### src/rtl/ifu_fetch_if.sv
// Fetch-unit bundle: instruction SRAM request/response, redirect input and
// the downstream valid/ready instruction stream.
interface ifu_fetch_if;
  logic [15:0] ins_a;
  logic        ins_e;
  logic [31:0] ins;
  logic        br_e;
  logic [15:0] br_pc;
  logic        ifu_vld;
  logic [15:0] ifu_pc;
  logic [31:0] ifu_ins;
  logic        ifu_rdy;

  modport master (
    output ins_a, ins_e, ifu_vld, ifu_pc, ifu_ins,
    input  ins, br_e, br_pc, ifu_rdy
  );

  modport slave (
    input  ins_a, ins_e, ifu_vld, ifu_pc, ifu_ins,
    output ins, br_e, br_pc, ifu_rdy
  );
endinterface

### src/rtl/ifu_fetch.sv
// Instruction fetch initiator: issues sequential SRAM reads, buffers the
// one-cycle-latency responses in a PC-tagged prefetch FIFO, flushes on redirect.
module ifu_fetch #(
  parameter logic [15:0] RST_PC = 16'h0000,
  parameter int unsigned DEPTH  = 2
) (
  input logic         clk,
  input logic         rstn,
  ifu_fetch_if.master bus
);
  localparam int unsigned AW = $clog2(DEPTH);

  typedef enum logic {ST_IDLE, ST_RUN} state_t;

  state_t        state, state_nxt;
  logic          en;
  logic [15:0]   pc, req_pc, br_tgt, rst_tgt;
  logic          req_vld;
  logic [15:0]   fifo_pc  [DEPTH];
  logic [31:0]   fifo_ins [DEPTH];
  logic [AW-1:0] wr_ptr, rd_ptr;
  logic [AW:0]   cnt;
  logic [AW+1:0] credit;
  logic          vld, pop, push, fetch;

  always_ff @(posedge clk or negedge rstn) begin
    if (!rstn) state <= ST_IDLE;
    else       state <= state_nxt;
  end

  always_comb begin
    state_nxt = state;
    en        = 1'b0;
    case (state)
      ST_IDLE: state_nxt = ST_RUN;
      ST_RUN:  en = 1'b1;
      default: state_nxt = ST_IDLE;
    endcase
  end

  assign br_tgt  = bus.br_pc & 16'hFFFC;
  assign rst_tgt = RST_PC & 16'hFFFC;

  assign vld  = (cnt != '0);
  assign pop  = vld & bus.ifu_rdy;
  assign push = req_vld & ~bus.br_e;

  // A request is only issued if the FIFO will still have room when its
  // response lands, counting the response already in flight.
  assign credit = {1'b0, cnt} + (AW+2)'(req_vld) - (AW+2)'(pop);
  assign fetch  = en & ~bus.br_e & (credit < (AW+2)'(DEPTH));

  assign bus.ins_e   = fetch;
  assign bus.ins_a   = pc;
  assign bus.ifu_vld = vld;
  assign bus.ifu_pc  = vld ? fifo_pc[rd_ptr]  : '0;
  assign bus.ifu_ins = vld ? fifo_ins[rd_ptr] : '0;

  always_ff @(posedge clk or negedge rstn) begin
    if (!rstn) begin
      pc      <= rst_tgt;
      req_pc  <= rst_tgt;
      req_vld <= 1'b0;
      cnt     <= '0;
      wr_ptr  <= '0;
      rd_ptr  <= '0;
    end else if (bus.br_e) begin
      pc      <= br_tgt;
      req_vld <= 1'b0;
      cnt     <= '0;
      wr_ptr  <= '0;
      rd_ptr  <= '0;
    end else begin
      req_vld <= fetch;
      if (fetch) begin
        pc     <= pc + 16'd4;
        req_pc <= pc;
      end
      if (push) wr_ptr <= wr_ptr + AW'(1);
      if (pop)  rd_ptr <= rd_ptr + AW'(1);
      if (push && !pop)      cnt <= cnt + (AW+1)'(1);
      else if (pop && !push) cnt <= cnt - (AW+1)'(1);
    end
  end

  // Storage needs no reset: the occupancy count masks stale entries.
  always_ff @(posedge clk) begin
    if (push) begin
      fifo_pc[wr_ptr]  <= req_pc;
      fifo_ins[wr_ptr] <= bus.ins;
    end
  end

  always_ff @(posedge clk) begin
    if (rstn) begin
      assert (cnt <= (AW+1)'(DEPTH));
      assert (!(push && !pop && cnt == (AW+1)'(DEPTH)));
    end
  end
endmodule
### src/flat_wrapper.sv
// flat-port wrapper written by rule: the top's interface ports become plain ports
module ifu_fetch_flat 
#(
  parameter logic [15:0] RST_PC = 16'h0000,
  parameter int unsigned DEPTH  = 2
)
  (clk, rstn, bus_ins_a, bus_ins_e, bus_ifu_vld, bus_ifu_pc, bus_ifu_ins, bus_ins, bus_br_e, bus_br_pc, bus_ifu_rdy);
  ifu_fetch_if bus_i ();
  input logic clk;
  input logic rstn;
  output wire logic [$bits(bus_i.ins_a)-1:0] bus_ins_a;
  output wire logic [$bits(bus_i.ins_e)-1:0] bus_ins_e;
  output wire logic [$bits(bus_i.ifu_vld)-1:0] bus_ifu_vld;
  output wire logic [$bits(bus_i.ifu_pc)-1:0] bus_ifu_pc;
  output wire logic [$bits(bus_i.ifu_ins)-1:0] bus_ifu_ins;
  input wire logic [$bits(bus_i.ins)-1:0] bus_ins;
  input wire logic [$bits(bus_i.br_e)-1:0] bus_br_e;
  input wire logic [$bits(bus_i.br_pc)-1:0] bus_br_pc;
  input wire logic [$bits(bus_i.ifu_rdy)-1:0] bus_ifu_rdy;
  assign bus_ins_a = bus_i.ins_a;
  assign bus_ins_e = bus_i.ins_e;
  assign bus_ifu_vld = bus_i.ifu_vld;
  assign bus_ifu_pc = bus_i.ifu_pc;
  assign bus_ifu_ins = bus_i.ifu_ins;
  assign bus_i.ins = bus_ins;
  assign bus_i.br_e = bus_br_e;
  assign bus_i.br_pc = bus_br_pc;
  assign bus_i.ifu_rdy = bus_ifu_rdy;
  ifu_fetch #(.RST_PC(RST_PC), .DEPTH(DEPTH)) u_core (.clk(clk), .rstn(rstn), .bus(bus_i));
endmodule
### config.mk
export PLATFORM = sky130hd
export DESIGN_NAME = ifu_fetch_flat
export DESIGN_NICKNAME = d
export VERILOG_FILES = /design/src/rtl/ifu_fetch_if.sv /design/src/rtl/ifu_fetch.sv /design/src/flat_wrapper.sv
export SDC_FILE = /design/constraint.sdc
export NUM_CORES = 1
export LEC_CHECK = 0
export CORE_MARGIN = 2
export CORE_UTILIZATION = 37
export DETAILED_ROUTE_END_ITERATION = 10
export PLACE_DENSITY = 0.6
export SKIP_CTS_REPAIR_TIMING = 1
export SLEW_MARGIN = 25
export SYNTH_ARGS = -nofsm -noshare
export SYNTH_HDL_FRONTEND = slang
export SYNTH_SLANG_ARGS = --single-unit
### constraint.sdc
create_clock -name clk -period 4.6 [get_ports clk]
set_clock_uncertainty 0.05 [all_clocks]
set_input_delay 0.92 -clock clk [delete_from_list [all_inputs] [get_ports clk]]
set_output_delay 0.92 -clock clk [all_outputs]
set_load 0.02 [all_outputs]
Yosys cells after proc, flatten, opt, wreduce, memory -nomap -nowiden:

Memories as Yosys holds them, arrays and structs flattened.
Index checks and enable logic that the tools add are counted.

* register bits: 38
* bits in writable memories: 96
* input bits: 52
* logic and storage cells: 47
* memories kept: 2

* $add $sub $neg: 7
* order comparisons: 1
* muxes and demuxes: 15
* bitwise gates (word level): 5
* reduce and logical (&&, ||, !) cells: 10

Memories
* u_core.fifo_ins: words 2, width 32, rd ports 1, clocked after memory_dff 0, write ports 1, line ifu_fetch.sv:20 `logic [31:0] fifo_ins [DEPTH];`
* u_core.fifo_pc: words 2, width 16, rd ports 1, clocked after memory_dff 0, write ports 1, line ifu_fetch.sv:19 `logic [15:0] fifo_pc [DEPTH];`

Operators with widths (count)
* two-way mux 16 bit: 3
* two-way mux 32 bit: 1
* adder 16 x 3 -> 16 bit (second input constant): 1
* two-way mux 1 bit: 8
* nonzero test 2 bit: 4
* two-way mux 2 bit: 3
* AND 1 bit: 4
* adder 2 x 1 -> 3 bit: 1
* < comparator 3 x 2 -> 1 bit (second input constant): 1
* nonzero test 3 bit: 1
* subtractor 3 x 1 -> 3 bit: 1
* adder 1 bit (second input constant): 2
* adder 2 x 1 -> 2 bit (second input constant): 1
* logical AND 1 bit: 2
* logical NOT 1 bit: 2
* AND reduction 2 bit: 1
* subtractor 2 x 1 -> 2 bit (second input constant): 1
* NOT 1 bit: 1

Depth between registers and ports, before layout:

Gate-level depths: netlist of the first run.

* depth after elaboration: 7
* mapped depth: 11

Least setup slack after synthesis of the first run:

No wires, ideal clock.

* kind: input-to-reg
* start point: in bus_br_e
* end point: mem u_core.fifo_ins[0][0] (enable)
* setup time: 0.516 ns
* data arrival time: 4.545 ns
* path slack: -0.512 ns
* cell stages on the path: 2
* cell sequence: clkbuf_1 nor3b_1

* cells in the longest elaborated chain, start to end: 4

Ends and longest elaborated chain
* start, declared: line flat_wrapper.sv:17 `input wire logic [$bits(bus_i.br_e)-1:0] bus_br_e;`
* NOT 1 bit: line ifu_fetch.sv:46 `assign push = req_vld & ~bus.br_e;`
* AND 1 bit: line ifu_fetch.sv:46
* two-way mux 1 bit: line ifu_fetch.sv:88 `if (push) begin`
* two-way mux 1 bit (implied by the code): line ifu_fetch.sv:90 `fifo_ins[wr_ptr] <= bus.ins;`
* end, declared: line ifu_fetch.sv:20

Every way passes these cells.

Worst setup path after layout of the first run:

* start point: in bus_ifu_rdy
* end point: out bus_ins_e

* cells in the longest elaborated chain, start to end: 4

Ends and longest elaborated chain
* start, declared: line flat_wrapper.sv:19 `input wire logic [$bits(bus_i.ifu_rdy)-1:0] bus_ifu_rdy;`
* AND 1 bit: line ifu_fetch.sv:45 `assign pop = vld & bus.ifu_rdy;`
* subtractor 3 x 1 -> 3 bit: line ifu_fetch.sv:50 `assign credit = {1'b0, cnt} + (AW+2)'(req_vld) - (AW+2)'(pop);`
* < comparator 3 x 2 -> 1 bit: line ifu_fetch.sv:51 `assign fetch = en & ~bus.br_e & (credit < (AW+2)'(DEPTH));`
* AND 1 bit: line ifu_fetch.sv:51
* end, declared: line flat_wrapper.sv:12 `output wire logic [$bits(bus_i.ins_e)-1:0] bus_ins_e;`

Every way passes these cells.

==> results of run 1 <==
## routing by layer
layer	part of all wire	vias to the layer above	track usage
li1	-	1623	-
met1	0.48	1587	0.1972
met2	0.46	106	0.2189
met3	0.055	8	0.03886
met4	0.011	0	0.05819
met5	0	-	0
## layout make-up
type | count | share of cell area
Sequential cell | 126 | 0.5110
Tap cell | 180 | 0.03184
Timing Repair Buffer | 122 | 0.1687
Clock buffer | 24 | 0.06809
Inverter | 6 | 0.003184
Multi-Input combinational cell | 229 | 0.2011
Clock inverter | 8 | 0.01609
## sequential cells by signal, indices dropped and copies added, names as in the netlist
name / cells
u_core.bus.ins_a: 14
u_core.req_vld: 1
u_core.state: 1
u_core.req_pc: 14
u_core.rd_ptr: 1
u_core.wr_ptr: 1
u_core.cnt: 2
u_core.fifo_pc: 28
u_core.fifo_ins: 64
## power by group
| group | internal, mW | switching [mW] | total [mW] |
|---|---|---|---|
| Clock | 0.889 | 0.429 | 1.32 |
| Combinational | 0.160 | 0.172 | 0.332 |
| Sequential | 1.31 | 0.0620 | 1.37 |
| Total | 2.36 | 0.663 | 3.02 |
## path summary, 6_finish.rpt
kind / from / end / slack [ns]
max in group asynchronous: rstn / u_core.rd_ptr$_DFFE_PN0P_ / 3.29
worst min register to register: u_core.req_pc[5]$_DFFE_PN0P_ / u_core.fifo_pc[1][5]$_DFFE_PP_ / 0.42
worst max register to register: u_core.req_vld$_DFF_PN0_ / u_core.bus.ins_a[15]$_DFFE_PN0P_ / 1.75
worst min-delay path: u_core.req_pc[5]$_DFFE_PN0P_ / u_core.fifo_pc[1][5]$_DFFE_PP_ / 0.42
worst max-delay path: bus_ifu_rdy / bus_ins_e / 0.17
min in group asynchronous: rstn / u_core.cnt[1]$_DFFE_PN0P_ / 0.88
## through the flow
stage	instances	setup slack, ns	hold WS, ns
finish	695	0.1715	0.4181
global route	695	0.04966	0.4395
CTS	695	0.1422	0.4222
detailed placement	663	0.1510	0.4108
global placement	663	0.1621	0.4010
floorplan	382	0.9865	0.3919
## kinds of logic after synthesis
kind of cell,synth area share
buffers and inverters,0.02676
other,0.001460
AO/OA/AOI/OAI,0.04234
adder cells (fa/ha/maj),0.006326
AND/OR/NAND/NOR,0.1173
XOR/XNOR,0.01168
multiplexers,0.09148
flip-flops,0.7027
## worst reg2reg max path, stage by stage, from the launching register on
cell     delay [ns]
dfrtp_1        0.45
nor2b_1        0.22
o21ai_0        0.12
fa_1           0.43
xor2_2         0.19
buf_4          0.17
o21ai_0        0.54
o21ai_0        0.22
a221o_1        0.33
## placed cells by master, fill, tap and decap left out, types with 4 or more instances in the layout
cell type / count
buf_4: 11
nor3_1: 4
clkdlybuf4s50_1: 111
nor2_1: 51
inv_1: 4
o311ai_0: 7
clkinv_2: 4
edfxtp_1: 92
o21ai_0: 10
xnor2_1: 4
nand4_1: 4
nand3_1: 10
a221o_1: 4
clkbuf_1: 4
mux2i_1: 47
dfrtp_1: 33
clkbuf_16: 17
conb_1: 5
nand2_1: 53
==> flow_summary.toml, run 1 <==
[setup_path]
startpoint_type = "primary input"
cp_num_buf_inv = 3
cp_max_fo = 6
path_common_cell = "clkdlybuf4s50_1"
path_depth = 8
crit_type = "in2out"
crit_required_ns = 3.63
crit_chain = "clkdlybuf4s50_1 > nor2b_1 > o21ai_0 > fa_1 > xor2_2 > or3_1 > clkinv_1 > clkdlybuf4s50_1"
critPathCaptureType = "output pin"
r2r_cells = 8
cpLargestDelayFamily = "buffers and inverters"
cpPeakStageDelay_ns = 0.60
cp_slowest_cell = "clkdlybuf4s50_1"
arrival_ns = 3.46

[die]
die-area_um2 = 14860
die_h_um = 121.9
start_util = 0.3748
ios = 118
core_area_um2 = 13720
die_x_um = 121.9
rows = 43

[synth]
yosysMostFrequentCell = "edfxtp_1"
synthArstFlopShare = 0.2698
syn_area_um2 = 5142
synth_ff_type = "edfxtp_1"
yosys_warnings = 0
avgSynthCellArea_um2 = 13.57
synth_seq_cells = 126
synth_cell_types = 41
yosysSeqAreaShare = 0.7027
synth_top_cell_by_area = "edfxtp_1"
synth_top_area_share = 0.5372
synth-edff-count = 92
syn_inst = 379
ys_top_cells_by_count = "edfxtp_1 (92), nand2_1 (53), nor2_1 (52)"
netlist_top_cells_area = "edfxtp_1 (54%), dfrtp_1 (17%), mux2i_1 (9.1%)"

[hold_path]
holdCritPathClass = "reg2reg"
worstHoldPathCells = 0

[route]
ant_nets = 0
first_pass_iters = 4
avgViaCountPerCell = 4.783
drc_errors = 0
wirelength_mm = 10.34
drt_iter0_drc = 194
via_count = 3324
wl_per_cell_um = 14.88

[layout]
n_fill_cell = 1191
seq_area_um2 = 3615
multi_input_area_um2 = 1423
drive_gt1_frac = 0.08350
fin_nets = 556
syn_to_final_growth_pct = 37.57
fin_util = 0.5156
final_area_um2 = 7074
diodes = 0

[clock_network]
root_buffer = "clkbuf_16"
numCtsBuffers = 17
tritoncts = "yes"
clk_path_buf_depth = 2
clkTransAtPathRegs_ns = 0.05
htreeDepth = 4
clock_latency_ns = 0.40
clkSinkCount = 126

[power_and_ir_drop]
vdd_drop_max_uv = 205.7
powerDensity_nw_per_um2 = 427.1
power_leakage_nw = 2.537
total_power_mw = 3.021

[timing]
finalCriticalPeriod_ns = 4.429
slew_violations = 0
rsz0062_at_grt = "false"
tns_ns = 0
final_hold_viol_count = 0
worstMarginPinSlew_ns = 0.7487
relSlewSlack = 0.5008
max_freq_mhz = 225.8
setup_viol = 0
finalCritPeriodShare = 0.9627

[global_routing]
grt_pass1_vias = 3391
grt_use_total = 0.1442
grt_pass1_wl_mm = 16.46
antenna_found_initial = 0
grt_max_degree = 48
grt_overflow = 0

[placement]
place_congestion = 0.8240
io_buffers = 111
dpl_cell_area_um2 = 6479
dpl.hpwl_mm = 6.715

[outcome]
status = "complete, no violations"

[flow_run]
maxCapViolations = 0
(Power assumes the default switching activity.)
==> run 2, diff against run 1 <==
- CTS_BUF_LIST: default -> sky130_fd_sc_hd__clkbuf_8 sky130_fd_sc_hd__clkbuf_16
==> run 2 against run 1 <==
Net effect:
- core utilization unchanged
- first-iteration DRC count rose by 4.6%
- critical path type unchanged
- worst setup slack worse by 0.00071 ns
- via count rose by 0.18%
- flip-flop and latch count did not move
- sequential share of layout area did not move
- clock-buffer cell count is 4 lower
- hold slack improved by 0.0016 ns
==> flow_summary.toml, run 2 (same netlist as run 1, synthesis figures left out) <==
[outcome]
status = "complete, no violations"

[layout]
largest_reg_flops = 64
layout_common_cells = "clkdlybuf4s50_1 (111), edfxtp_1 (92), nand2_1 (53)"
fin_nets = 556
regMostFlops = "u_core.fifo_ins"
top_regs = "u_core.fifo_ins: 64 flops, u_core.fifo_pc: 28 flops"
syn_to_final_growth_pct = 37.57
n_fill_cell = 1191
fin_util = 0.5156
diodes = 0
drive_gt1_frac = 0.08350
fin_cells = 695
mostFrequentLayoutCell = "clkdlybuf4s50_1"

[timing]
tns_ns = 0
setup_ws_ns = 0.1707
worstMarginPinSlew_ns = 0.7450
slew_violations = 0
max_freq_mhz = 225.8
rsz0062_at_grt = "false"
finalCritPeriodShare = 0.9629
final_hold_viol_count = 0
setup_viol = 0
finalCriticalPeriod_ns = 4.429
relSlewSlack = 0.5034

[route]
via_count = 3330
drc_errors = 0
wirelength_mm = 10.34
wl_per_cell_um = 14.87
ant_nets = 0
drt_iter0_drc = 203
first_pass_iters = 4
avgViaCountPerCell = 4.791

[clock_network]
clkSinkCount = 126
clkTransAtPathRegs_ns = 0.05
root_buffer = "clkbuf_16"
tritoncts = "yes"
numCtsBuffers = 17
clk_path_buf_depth = 2
clock_latency_ns = 0.40
htreeDepth = 4

[power_and_ir_drop]
p_int_mw = 2.349
comb_power_share = 0.110
p_sw_frac = 0.2204
vdd_drop_max_uv = 206.8
p_clk_frac = 0.435
p_sw_mw = 0.6642
power_leakage_nw = 2.553
seqPwrFrac = 0.455
powerDensity_nw_per_um2 = 426.0

[placement]
place_congestion = 0.8240
io_buffers = 111
dpl.cell_count = 663
dpl.hpwl_mm = 6.715
place_ws_ns = 0.1510

[hold_path]
holdCritPathClass = "reg2reg"

[global_routing]
grt_max_degree = 48
grt_pass1_vias = 3389
grt_overflow = 0
grt_use_total = 0.1442
grt_pass1_wl_mm = 16.46
antenna_found_initial = 0

[die]
start_util = 0.3748
core_area_um2 = 13720
die_x_um = 121.9
die_h_um = 121.9
rows = 43
die-area_um2 = 14860
ios = 118

[setup_path]
crit_required_ns = 3.63
r2r_slack_ns = 1.76
arrival_ns = 3.46
path_common_cell = "clkdlybuf4s50_1"
cpPeakStageDelay_ns = 0.60
crit_chain = "clkdlybuf4s50_1 > nor2b_1 > o21ai_0 > fa_1 > xor2_2 > or3_1 > clkinv_1 > clkdlybuf4s50_1"
cp_max_fo = 6
critPathCaptureType = "output pin"
cp_slowest_cell = "clkdlybuf4s50_1"
crit_type = "in2out"
startpoint_type = "primary input"

[flow_run]
maxCapViolations = 0
## run 2: metal layers
metal | GRT usage | vias up | wire, µm
li1 | - | 1619 | -
met1 | 0.1972 | 1590 | 4914
met2 | 0.2189 | 112 | 4721
met3 | 0.03886 | 9 | 581
met4 | 0.05819 | 0 | 120
met5 | 0 | - | 0
## run 2: critical path, delay by kind of cell
kind	cells	cell delay (ns)
buf+inv	3	1.20
simple gates	2	0.60
xor+xnor	1	0.19
compound gates	1	0.12
fa+ha+maj	1	0.43
## run 2: final cells by class
cell class                      instances  area, µm²  share of cell area
Clock inverter                         12      128.9             0.01822
Clock buffer                           20      466.7             0.06597
Tap cell                              180      225.2             0.03184
Inverter                                6      22.52            0.003184
Timing Repair Buffer                  122       1194              0.1687
Sequential cell                       126       3615              0.5110
Multi-Input combinational cell        229       1423              0.2011
## run 2: through the flow
step	total power [mW]	cell area (µm²)	hold WS, ns
finish	3.014	7074	0.4198
global route	3.139	7074	0.4395
CTS	3.050	7074	0.4223
detailed placement	1.728	6479	0.4108
global placement	1.718	6479	0.4010
floorplan	1.553	5159	0.3919
## run 2: final timing paths
path,startpoint,end,cells after the start
min reg2reg,u_core.req_pc[5]$_DFFE_PN0P_,u_core.fifo_pc[1][5]$_DFFE_PP_,0
min in group asynchronous,rstn,u_core.cnt[1]$_DFFE_PN0P_,2
min,u_core.req_pc[5]$_DFFE_PN0P_,u_core.fifo_pc[1][5]$_DFFE_PP_,0
max reg2reg,u_core.req_vld$_DFF_PN0_,u_core.bus.ins_a[15]$_DFFE_PN0P_,8
max,bus_ifu_rdy,bus_ins_e,8
max in group asynchronous,rstn,u_core.rd_ptr$_DFFE_PN0P_,2
## run 2: power by group through the flow
stage          Sequential (mW)  Combinational, mW  Clock (mW)
3_3_place_gp              1.39              0.330           0
6_report                  1.37              0.332        1.31
3_5_place_dp              1.39              0.335           0
4_1_cts                   1.37              0.337        1.34
2_1_floorplan             1.39              0.167           0
5_1_grt                   1.38              0.363        1.39
==> run 3, diff against run 2 <==
- PLACE_DENSITY: 0.6 -> 0.66
==> run 3 against run 2 <==
Net effect:
- critical path depth unchanged
- power increased by 1.7%
- global-route usage increased by 0.17 points
- cell count did not move
- first-iteration DRC count increased by 6.9%
- die area stayed put
- critical path type unchanged
- worst setup slack worse by 0.040 ns
- flip-flop and latch count did not move
- hold slack got worse by 0.0045 ns
- clock power up 4%
- sequential share of layout area down 0.14 points
==> flow_summary.toml, run 3 (same netlist as run 1, synthesis figures left out) <==
[outcome]
status = "complete, no violations"

[die]
die_x_um = 121.9
core_area_um2 = 13720
die-area_um2 = 14860
start_util = 0.3748
rows = 43
die_h_um = 121.9
ios = 118

[clock_network]
root_buffer = "clkbuf_16"
clock_latency_ns = 0.39
clkTransAtPathRegs_ns = 0.05
numCtsBuffers = 17
htreeDepth = 4
clk_path_buf_depth = 2
tritoncts = "yes"
clkSinkCount = 126

[timing]
tns_ns = 0
relSlewSlack = 0.5792
final_hold_viol_count = 0
slew_violations = 0
max_freq_mhz = 223.7
worstMarginPinSlew_ns = 0.6313
finalCritPeriodShare = 0.9717
setup_viol = 0
rsz0062_at_grt = "false"
finalCriticalPeriod_ns = 4.470

[route]
first_pass_iters = 5
ant_nets = 0
drc_errors = 0
via_count = 3353
drt_iter0_drc = 217
wirelength_mm = 10.49
avgViaCountPerCell = 4.824
wl_per_cell_um = 15.09

[setup_path]
crit_required_ns = 3.63
critPathCaptureType = "output pin"
arrival_ns = 3.50
cp_max_fo = 6
crit_type = "in2out"
startpoint_type = "primary input"

[layout]
syn_to_final_growth_pct = 37.93
fin_cells = 695
fin_util = 0.5170
final_area_um2 = 7093
diodes = 0
layout_common_cells = "clkdlybuf4s50_1 (111), edfxtp_1 (92), nand2_1 (53)"
regMostFlops = "u_core.fifo_ins"
fin_nets = 556
drive_gt1_frac = 0.08738
top_regs = "u_core.fifo_ins: 64 flops, u_core.fifo_pc: 28 flops"
largest_reg_flops = 64
mostFrequentLayoutCell = "clkdlybuf4s50_1"

[global_routing]
antenna_found_initial = 0
grt_pass1_vias = 3319
grt_pass1_wl_mm = 16.48
grt_max_degree = 48
grt_use_total = 0.1459
grt_overflow = 0

[placement]
io_buffers = 111
dpl.cell_count = 663
dpl_cell_area_um2 = 6479
dpl.hpwl_mm = 6.741
place_congestion = 0.7704

[flow_run]
maxCapViolations = 0

[power_and_ir_drop]
vdd_drop_max_uv = 263.0
power_leakage_nw = 2.543
total_power_mw = 3.066
powerDensity_nw_per_um2 = 432.3

[hold_path]
holdCritPathClass = "reg2reg"
run 3: power breakdown:
group | internal (mW) | total, mW | switching (mW)
registers | 1.31 | 1.37 | 0.0617
logic | 0.160 | 0.334 | 0.174
clock network | 0.911 | 1.36 | 0.451
total | 2.38 | 3.07 | 0.687
run 3: layout make-up:
cell class	instances	area, µm²
well taps	180	225.2
clock inverters	14	175.2
clock buffers	18	439.2
multi-input cells	229	1423
inverters	6	22.52
repair buffers	122	1194
flip-flops and latches	126	3615
fillers	1153	6626
run 3: worst paths after layout:
check,from,end,slack [ns],cells past startpoint
max in group asynchronous,rstn,u_core.rd_ptr$_DFFE_PN0P_,3.28,2
worst min register to register,u_core.req_pc[9]$_DFFE_PN0P_,u_core.fifo_pc[0][9]$_DFFE_PP_,0.42,0
worst min-delay path,u_core.req_pc[9]$_DFFE_PN0P_,u_core.fifo_pc[0][9]$_DFFE_PP_,0.42,0
worst max register to register,u_core.req_vld$_DFF_PN0_,u_core.bus.ins_a[11]$_DFFE_PN0P_,1.72,8
min in group asynchronous,rstn,u_core.req_pc[2]$_DFFE_PN0P_,0.88,2
worst max-delay path,bus_ifu_rdy,bus_ins_e,0.13,8
run 3: per-layer routing:
metal / routed length, µm / GRT usage
met5: 0 / 0
met4: 117 / 0.06178
met3: 522 / 0.04354
met2: 4871 / 0.2249
met1: 4979 / 0.1925
run 3: worst max-delay path, stage by stage:
cell	delay [ns]
clkdlybuf4s50_1	0.50
nor2b_1	0.23
o21ai_0	0.13
fa_1	0.43
xor2_2	0.19
or3_1	0.38
clkinv_1	0.10
clkdlybuf4s50_1	0.60
run 3: stage by stage:
step,hold slack (ns),setup slack [ns]
after floorplan,0.3919,0.9865
after global placement,0.4027,0.1686
after global routing,0.4396,0.004130
final,0.4153,0.1303
after CTS,0.4175,0.1096
after detailed placement,0.4054,0.1239
